## src/rtl/xrq_queue.sv

```systemverilog
// xrq_queue: fetch-side request FIFO with full / almost-full back-pressure and a sticky overflow flag.
// Optional same-cycle bypass when empty is enabled by defining XRQ_BYPASS_EN.
module xrq_queue #(
    parameter int DATA_W   = 64,
    parameter int DEPTH    = 8,
    parameter int AFULL_TH = 2
) (
    input  logic                       clk,
    input  logic                       rstn,
    input  logic                       wr_vld_f1,
    input  logic [DATA_W-1:0]          wr_data_f1,
    output logic                       xrq_is_full,
    output logic                       xrq_is_almost_full,
    output logic                       xrq_out_vld,
    output logic [DATA_W-1:0]          xrq_out_data,
    input  logic                       xrq_out_rdy,
    output logic [$clog2(DEPTH):0]     xrq_cnt,
    output logic                       xrq_ovf_err
);

    localparam int PTR_W = $clog2(DEPTH);
    localparam int CNT_W = PTR_W + 1;
    localparam logic [CNT_W-1:0] FULL_LVL  = CNT_W'(DEPTH);
    localparam logic [CNT_W-1:0] AFULL_LVL = CNT_W'(DEPTH - AFULL_TH);

    logic [DATA_W-1:0] mem [DEPTH];

    logic [PTR_W-1:0] wr_ptr_q, wr_ptr_d;
    logic [PTR_W-1:0] rd_ptr_q, rd_ptr_d;
    logic [CNT_W-1:0] cnt_q, cnt_d;
    logic             ovf_q, ovf_d;

    logic is_empty;
    logic push_en;
    logic pop_en;

    // Flags come from the registered count only, so the producer may use them combinationally.
    assign is_empty           = (cnt_q == '0);
    assign xrq_is_full        = (cnt_q == FULL_LVL);
    assign xrq_is_almost_full = (cnt_q >= AFULL_LVL);
    assign xrq_cnt            = cnt_q;
    assign xrq_ovf_err        = ovf_q;

`ifdef XRQ_BYPASS_EN
    logic bypass_take;

    // An empty queue forwards the incoming strobe; if it is taken now it never touches storage.
    assign bypass_take  = is_empty && wr_vld_f1 && xrq_out_rdy;
    assign xrq_out_vld  = is_empty ? wr_vld_f1  : 1'b1;
    assign xrq_out_data = is_empty ? wr_data_f1 : mem[rd_ptr_q];
    assign push_en      = wr_vld_f1 && !xrq_is_full && !bypass_take;
    assign pop_en       = !is_empty && xrq_out_rdy;
`else
    assign xrq_out_vld  = !is_empty;
    assign xrq_out_data = mem[rd_ptr_q];
    assign push_en      = wr_vld_f1 && !xrq_is_full;
    assign pop_en       = xrq_out_vld && xrq_out_rdy;
`endif

    always_comb begin
        wr_ptr_d = wr_ptr_q;
        rd_ptr_d = rd_ptr_q;
        cnt_d    = cnt_q;
        ovf_d    = ovf_q;
        if (push_en) begin
            wr_ptr_d = wr_ptr_q + PTR_W'(1);
        end
        if (pop_en) begin
            rd_ptr_d = rd_ptr_q + PTR_W'(1);
        end
        if (push_en && !pop_en) begin
            cnt_d = cnt_q + CNT_W'(1);
        end else if (pop_en && !push_en) begin
            cnt_d = cnt_q - CNT_W'(1);
        end
        // A strobe against a full queue is dropped; the error stays set until reset.
        if (wr_vld_f1 && xrq_is_full) begin
            ovf_d = 1'b1;
        end
    end

    always_ff @(posedge clk or negedge rstn) begin
        if (!rstn) begin
            wr_ptr_q <= '0;
            rd_ptr_q <= '0;
            cnt_q    <= '0;
            ovf_q    <= 1'b0;
        end else begin
            wr_ptr_q <= wr_ptr_d;
            rd_ptr_q <= rd_ptr_d;
            cnt_q    <= cnt_d;
            ovf_q    <= ovf_d;
        end
    end

    // Storage is deliberately left unreset; the valid flag qualifies it.
    always_ff @(posedge clk) begin
        if (push_en) begin
            mem[wr_ptr_q] <= wr_data_f1;
        end
    end

endmodule

```

## config.mk

```make
export PLATFORM = sky130hd
export DESIGN_NAME = xrq_queue
export DESIGN_NICKNAME = d
export VERILOG_FILES = /design/src/rtl/xrq_queue.sv
export SDC_FILE = /design/constraint.sdc
export NUM_CORES = 1
export LEC_CHECK = 0
export ABC_CLOCK_PERIOD_IN_PS = 7600
export CAP_MARGIN = 30
export CELL_PAD_IN_SITES_DETAIL_PLACEMENT = 0
export CELL_PAD_IN_SITES_GLOBAL_PLACEMENT = 1
export CORE_MARGIN = 10
export CORE_UTILIZATION = 25
export DETAILED_ROUTE_END_ITERATION = 16
export GPL_TIMING_DRIVEN = 0
export MAX_ROUTING_LAYER = met4
export PLACE_DENSITY = 0.47
export SYNTH_ARGS = -nofsm -noshare
export SYNTH_HDL_FRONTEND = slang
export SYNTH_SLANG_ARGS = --single-unit
export TNS_END_PERCENT = 100
```

## constraint.sdc

```tcl
create_clock -name clk -period 7.6 [get_ports clk]
set_input_delay 0.76 -clock clk [delete_from_list [all_inputs] [get_ports clk]]
set_output_delay 0.76 -clock clk [all_outputs]
set_load 0.01 [all_outputs]
```

==> results.yml, run 1 <==
run_status:
  run_status: "completed"
floorplanning:
  die_w_um: 302
  die-area_mm2: 0.0912
  ios: 140
  overall_die_height_um: 302
  core_area_mm2: 0.0789
  fp_rows: 103
  initial_core_util_pct: 25.2
synthesis:
  ys_warn_count: 0
  seq_area_frac_synth_pct: 78.8
  synth_cells: 805
  net_count_after_synthesis: 879
  syn_area_per_cell_um2: 24.7
  ys_ff_latch: 523
  synth.lib_cells_used.distinct: 30
  syn-cell-area_mm2: 0.0199
worst_setup_path:
  max_stage_delay_ns: 0.71
  path_buf_inv: 3
  worstPathRequired_ns: 6.84
  critPathCaptureType: "primary output"
  path_max_fanout: 10
  cp-start-kind: "flip-flop"
  worstPathArrival_ns: 3.39
  cp_max_delay_cell: "buf_1"
  critical-path-top-delay-family: "buffers and inverters"
  timing.setup.critical_path_class: "flip-flop to primary output"
  critical_path.cell_chain: "buf_2 > buf_1 > mux4_2 > mux2_2 > clkdlybuf4s50_1"
clock_network:
  htree_num_levels: 2
  post_cts.repair.setup_buffers: 0
  clock_tree.root_cell: "clkbuf_16"
  cts_inserted_buffers: 59
  tritoncts: "done"
  clock_path_buffers: 3
  postCtsHoldBufs: 0
  clock_insertion_delay_worst_skew_ns: 0.62
  cts.clk_slew.worst_paths_ns: 0.06
  clock_sinks: 523
  cts_repair_resize_count: 0
placed_design:
  dpl.cell_count: 2034
  globalplace.congestion: 0.660
  hpwl_um: 32200
  placed_area_mm2: 0.0233
  dp_slack_ns: 3.98
  placement.io_buffers: 139
job:
  max_cap_viol_count: 0
pwr:
  cellLeakagePower_nw: 7.90
  worst_ir_drop_vdd_v: 0.000162
  power.density_cell_area_mw_per_mm2: 397
drt:
  drt-pass1-iter-count: 7
  drc: 0
  routed_wire_length_per_instance_um: 22.8
  vias_per_cell: 4.22
  vias: 9087
  drt.antenna.violating_nets: 0
  routed_wirelength_um: 49100
  drt_first_iter_violations: 531
global_route:
  global_route_wire_length_before_repair_um: 71700
  gr-total-overflow: 0
  grt_use_total_pct: 11.1
  antenna_found_initial: 11
  first_global_vias: 10021
  grt_max_degree: 23
timing:
  finalWorstPathRequiredPeriod_ns: 4.15
  fin_worst_skew_ns: 0.0202
  timing.final.hold_violations: 0
  tightestPinTransition_ns: 0.921
  setup_violations: 0
  achievable-frequency_mhz: 241
  final_min_period_over_clock_period_pct: 54.6
  post-route-worst-setup-slack_ns: 3.45
  pins_over_slew_limit: 0
  rsz_0062_raised_after_global_routing: "no"
  maxSlewHeadroom_pct: 38.6
  setup_tns_ns: 0
layout:
  drive_gt1_share_pct: 31.7
  finalCoreUtilization_pct: 32.0
  finish.net_count: 1119
  final_cell_area_mm2: 0.0252
  area.growth.synth_to_final_pct: 27.0
  final_cell_count_no_fill: 2154
worst_hold_path:
  min-delay-path-class: "flip-flop to flip-flop"
[final timing paths]
| path | start | end | slack, ns | cells after the start |
|---|---|---|---|---|
| max | rd_ptr_q[1] | xrq_out_data[44] | 3.45 | 5 |
| min | xrq_ovf_err | xrq_ovf_err | 0.46 | 1 |
| max reg2reg | xrq_cnt[1] | xrq_cnt[3] | 4.60 | 9 |
| min reg2reg | xrq_ovf_err | xrq_ovf_err | 0.46 | 1 |
| max in group asynchronous | rstn | rd_ptr_q[1] | 6.71 | 1 |
| min in group asynchronous | rstn | xrq_cnt[3] | 0.52 | 1 |
[cell usage after synthesis (all sizes together)]
master,n,area share [%]
nor3,3,0.076
nand3b,2,0.076
buf,26,0.96
mux4,128,15
o211ai,2,0.076
edfxtp,512,77
nand2,5,0.094
or3,1,0.032
o21ai,1,0.025
clkbuf,10,0.19
nor2,6,0.11
inv,3,0.057
a21o,2,0.082
or4b,1,0.050
or4,2,0.082
mux2,67,3.8
mux2i,1,0.050
ha,5,0.31
nand3,5,0.13
dfrtp,11,1.4
a21oi,2,0.050
a2111o,1,0.057
fa,1,0.10
xnor2,6,0.26
nand2b,2,0.063
[metrics by stage]
stage	total power [mW]	hold WS, ns
after detailed placement	7.45	0.451
after global placement	7.34	0.440
after CTS	10.3	0.469
after global routing	10.6	0.515
final	10.0	0.458
after floorplan	5.72	0.464
[registers in the layout, indices dropped and copies added (netlist names)]
signal and flops:
mem 512, rd_ptr_q 3, wr_ptr_q 3, xrq_cnt 4
xrq_ovf_err 1
[cell usage in the layout, fill, tap and decap left out, types with 7 or more instances in the layout]
master and count:
edfxtp_1 512, clkdlybuf4s50_1 139, mux4_2 128, mux2_2 67, clkbuf_16 59, buf_6 26
clkbuf_1 26, clkinv_2 13, buf_12 13, diode_2 11, dfrtp_1 11, buf_1 10
clkinv_1 9, bufinv_16 7, buf_16 7
[report_power, final]
group / switching (mW) / internal [mW] / total, mW
clock network: 1.12 / 1.66 / 2.78
registers: 0.112 / 3.63 / 3.74
logic: 1.69 / 1.80 / 3.49
[per-layer routing]
layer	vias to the layer above	global-route usage, %	share of wire [%]
li1	3962	-	-
met1	4868	14.4	46
met2	191	17.0	46
met3	66	3.43	6.4
met4	0	2.61	1.7
met5	-	-	0
[cells by family (layout without fill, tap and decap cells)]
| group | count (synthesis) | after routing | share of synthesized area [%] |
|---|---|---|---|
| DFF | 523 | 523 | 78.8 |
| AOI/OAI and AO/OA | 8 | 8 | 0.290 |
| buffers and inverters | 39 | 327 | 1.21 |
| adders and majority gates | 6 | 6 | 0.416 |
| and+or+nand+nor | 27 | 27 | 0.711 |
| muxes | 196 | 196 | 18.4 |
| xor gates and xnor gates | 6 | 6 | 0.264 |
| other | 0 | 11 | 0 |
[cell type report]
class	count	area [µm²]
Clock inverter	34	352
Timing Repair Buffer	179	2080
Clock buffer	75	1540
Fill cell	7539	53600
Sequential cell	523	15700
Multi-Input combinational cell	243	4040
Antenna cell	11	27.5
Buffer	36	229
Tap cell	1050	1310
Inverter	3	11.3
[worst reg2reg max path: cells and delay by family (launching register included)]
kind / cells / cell delay [ns]
AOI/OAI and AO/OA: 2 / 0.20
adders and majority gates: 2 / 0.57
buffers and inverters: 2 / 0.22
DFF: 1 / 0.47
and+or+nand+nor: 3 / 1.42
No activity file was read; power rests on OpenSTA's default activity.
==> run 2, diff against run 1 <==
--- a/config.mk
+++ b/config.mk
@@ -5,7 +5,7 @@
 export SDC_FILE = /design/constraint.sdc
 export NUM_CORES = 1
 export LEC_CHECK = 0
-export ABC_CLOCK_PERIOD_IN_PS = 7600
+export ABC_CLOCK_PERIOD_IN_PS = 3800
 export CAP_MARGIN = 30
 export CELL_PAD_IN_SITES_DETAIL_PLACEMENT = 0
 export CELL_PAD_IN_SITES_GLOBAL_PLACEMENT = 1
@@ -14,7 +14,7 @@
 export DETAILED_ROUTE_END_ITERATION = 16
 export GPL_TIMING_DRIVEN = 0
 export MAX_ROUTING_LAYER = met4
-export PLACE_DENSITY = 0.47
+export PLACE_DENSITY = 0.48
 export SYNTH_ARGS = -nofsm -noshare
 export SYNTH_HDL_FRONTEND = slang
 export SYNTH_SLANG_ARGS = --single-unit
==> constraint.sdc (replaced) <==
create_clock -name clk -period 3.8 [get_ports clk]
set_input_delay 0.38 -clock clk [delete_from_list [all_inputs] [get_ports clk]]
set_output_delay 0.38 -clock clk [all_outputs]
set_load 0.01 [all_outputs]
==> run 2 against run 1 <==
Net effect:
- non-clock buffer count shrank 9
- setup slack lost 3.2 ns
- cell count shrank 0.70%
- critical path type unchanged
- die area is the same
- flip-flop and latch count is the same
==> results.yml, run 2 (synthesized netlist as in run 1, its figures left out) <==
layout:
  num-fill-cells: 7586
  final_cell_count_no_fill: 2139
  area.growth.synth_to_final_pct: 27.5
  largest_register_ffs: 512
  regMostFlops: "mem"
  layout_common_cells: "edfxtp_1 (512), clkdlybuf4s50_1 (139), mux4_2 (128)"
  mostFrequentLayoutCell: "edfxtp_1"
  final_cell_area_mm2: 0.0253
  finish.net_count: 1110
  drive_gt1_share_pct: 32.2
worst_setup_path:
  cp-start-kind: "flip-flop"
  r2r-start: "xrq_cnt[1]"
  critical_path.cell_chain: "buf_2 > clkdlybuf4s15_2 > mux4_2 > mux2_2 > clkdlybuf4s50_1"
  timing.setup.critical_path_class: "flip-flop to primary output"
  worstPathRequired_ns: 3.42
  cp_max_delay_cell: "clkdlybuf4s15_2"
  worst_r2r_path_depth: 9
  critPathCaptureType: "primary output"
  worstPathArrival_ns: 3.20
  path_max_fanout: 11
  max_stage_delay_ns: 0.54
  worstSetupStartpoint: "rd_ptr_q[1]"
floorplanning:
  die_w_um: 302
  fp_rows: 103
  ios: 140
  overall_die_height_um: 302
  core_area_mm2: 0.0789
  die-area_mm2: 0.0912
  initial_core_util_pct: 25.2
global_route:
  first_global_vias: 10088
  gr-total-overflow: 0
  grt_max_degree: 22
  antenna_found_initial: 7
  grt_use_total_pct: 11.0
  global_route_wire_length_before_repair_um: 71300
placed_design:
  globalplace.congestion: 0.664
  dp_slack_ns: 0.480
  hpwl_um: 31800
  dpl.cell_count: 2026
  placed_area_mm2: 0.0233
  placement.io_buffers: 139
timing:
  fin_worst_skew_ns: 0.0255
  final_min_period_over_clock_period_pct: 94.3
  post-route-worst-setup-slack_ns: 0.216
  pins_over_slew_limit: 0
  rsz_0062_raised_after_global_routing: "no"
  finalHoldWorstSlack_ns: 0.148
  maxSlewHeadroom_pct: 40.5
  timing.final.hold_violations: 0
  achievable-frequency_mhz: 279
  tightestPinTransition_ns: 0.893
  setup_violations: 0
  finalWorstPathRequiredPeriod_ns: 3.58
drt:
  vias: 9051
  drt-pass1-iter-count: 4
  drt.antenna.violating_nets: 0
  drt_first_iter_violations: 597
  drc: 0
  vias_per_cell: 4.23
  routed_wirelength_um: 48600
  routed_wire_length_per_instance_um: 22.7
clock_network:
  clock_insertion_delay_worst_skew_ns: 0.61
  tritoncts: "done"
  postCtsHoldBufs: 0
  cts.clk_slew.worst_paths_ns: 0.06
  clock_tree.root_cell: "clkbuf_16"
  htree_num_levels: 2
  cts_inserted_buffers: 59
  clock_sinks: 523
  post_cts.repair.setup_buffers: 0
  clock_path_buffers: 3
pwr:
  report.power.total_mw: 20.2
  cellLeakagePower_nw: 7.93
  power.density_cell_area_mw_per_mm2: 795
  worst_ir_drop_vdd_v: 0.000355
run_status:
  run_status: "completed"
job:
  max_cap_viol_count: 0
worst_hold_path:
  min-delay-path-class: "input port to async pin"
==> run 2: changes by cell type in the layout (fill, tap and decap cells not counted), moves of 4 or more <==
cell / previous run / this run
buf_6: 26 / 12
buf_1: 10 / 0
clkdlybuf4s15_2: 0 / 6
buf_12: 13 / 17
buf_16: 7 / 11
clkbuf_1: 26 / 22
==> run 2: what timing repair did <==
item | in CTS | in global routing
setup endpoints to repair | 49 | 1
resized for setup | 16 | 0
hold endpoints to repair | 0 | 0
==> run 2: where the power goes <==
part           internal (mW)  switching, mW
Sequential              7.26          0.228
Combinational           3.63           3.37
Clock                   3.42           2.25
Total                   14.3           5.85
==> run 2: final timing paths <==
kind / endpoint / slack, ns
setup / recovery: xrq_out_data[46] / 0.22
hold / removal: xrq_cnt[3] / 0.15
setup reg to reg: xrq_cnt[3] / 0.81
hold reg to reg: xrq_ovf_err / 0.45
max in group asynchronous: wr_ptr_q[2] / 3.27
min in group clk: rd_ptr_q[2] / 0.45
==> run 2: per-layer routing <==
layer | vias to the layer above | wire [µm] | GRT usage, %
met5 | - | 0 | -
met4 | 0 | 878 | 2.68
met3 | 70 | 2410 | 2.58
met2 | 182 | 22700 | 16.9
met1 | 4867 | 22600 | 14.7
li1 | 3932 | - | -
==> run 2: per-stage QoR <==
step,TNS (ns),utilization (%)
detailed placement,0,29.6
global placement,-2233.13,28.6
CTS,0,32.1
floorplan,-96.66,-
global route,0,32.1
finish,0,32.1
==> run 2: cell type report <==
cell class / instances / area (µm²) / share of cell area (%)
diodes: 8 / 20.0 / 0.0790
well taps: 1050 / 1310 / 5.19
clock buffers: 73 / 1550 / 6.12
clock inverters: 33 / 375 / 1.48
repair buffers: 171 / 2090 / 8.25
inverters: 3 / 11.3 / 0.0444
flip-flops and latches: 523 / 15700 / 61.8
plain buffers: 35 / 275 / 1.09
multi-input cells: 243 / 4050 / 16.0
==> run 2: worst max-delay path: cells and delay by family, from the launching register on <==
| kind | cells | cell delay (ns) |
|---|---|---|
| buf+inv | 3 | 1.45 |
| mux | 2 | 0.71 |
| flops | 1 | 0.43 |
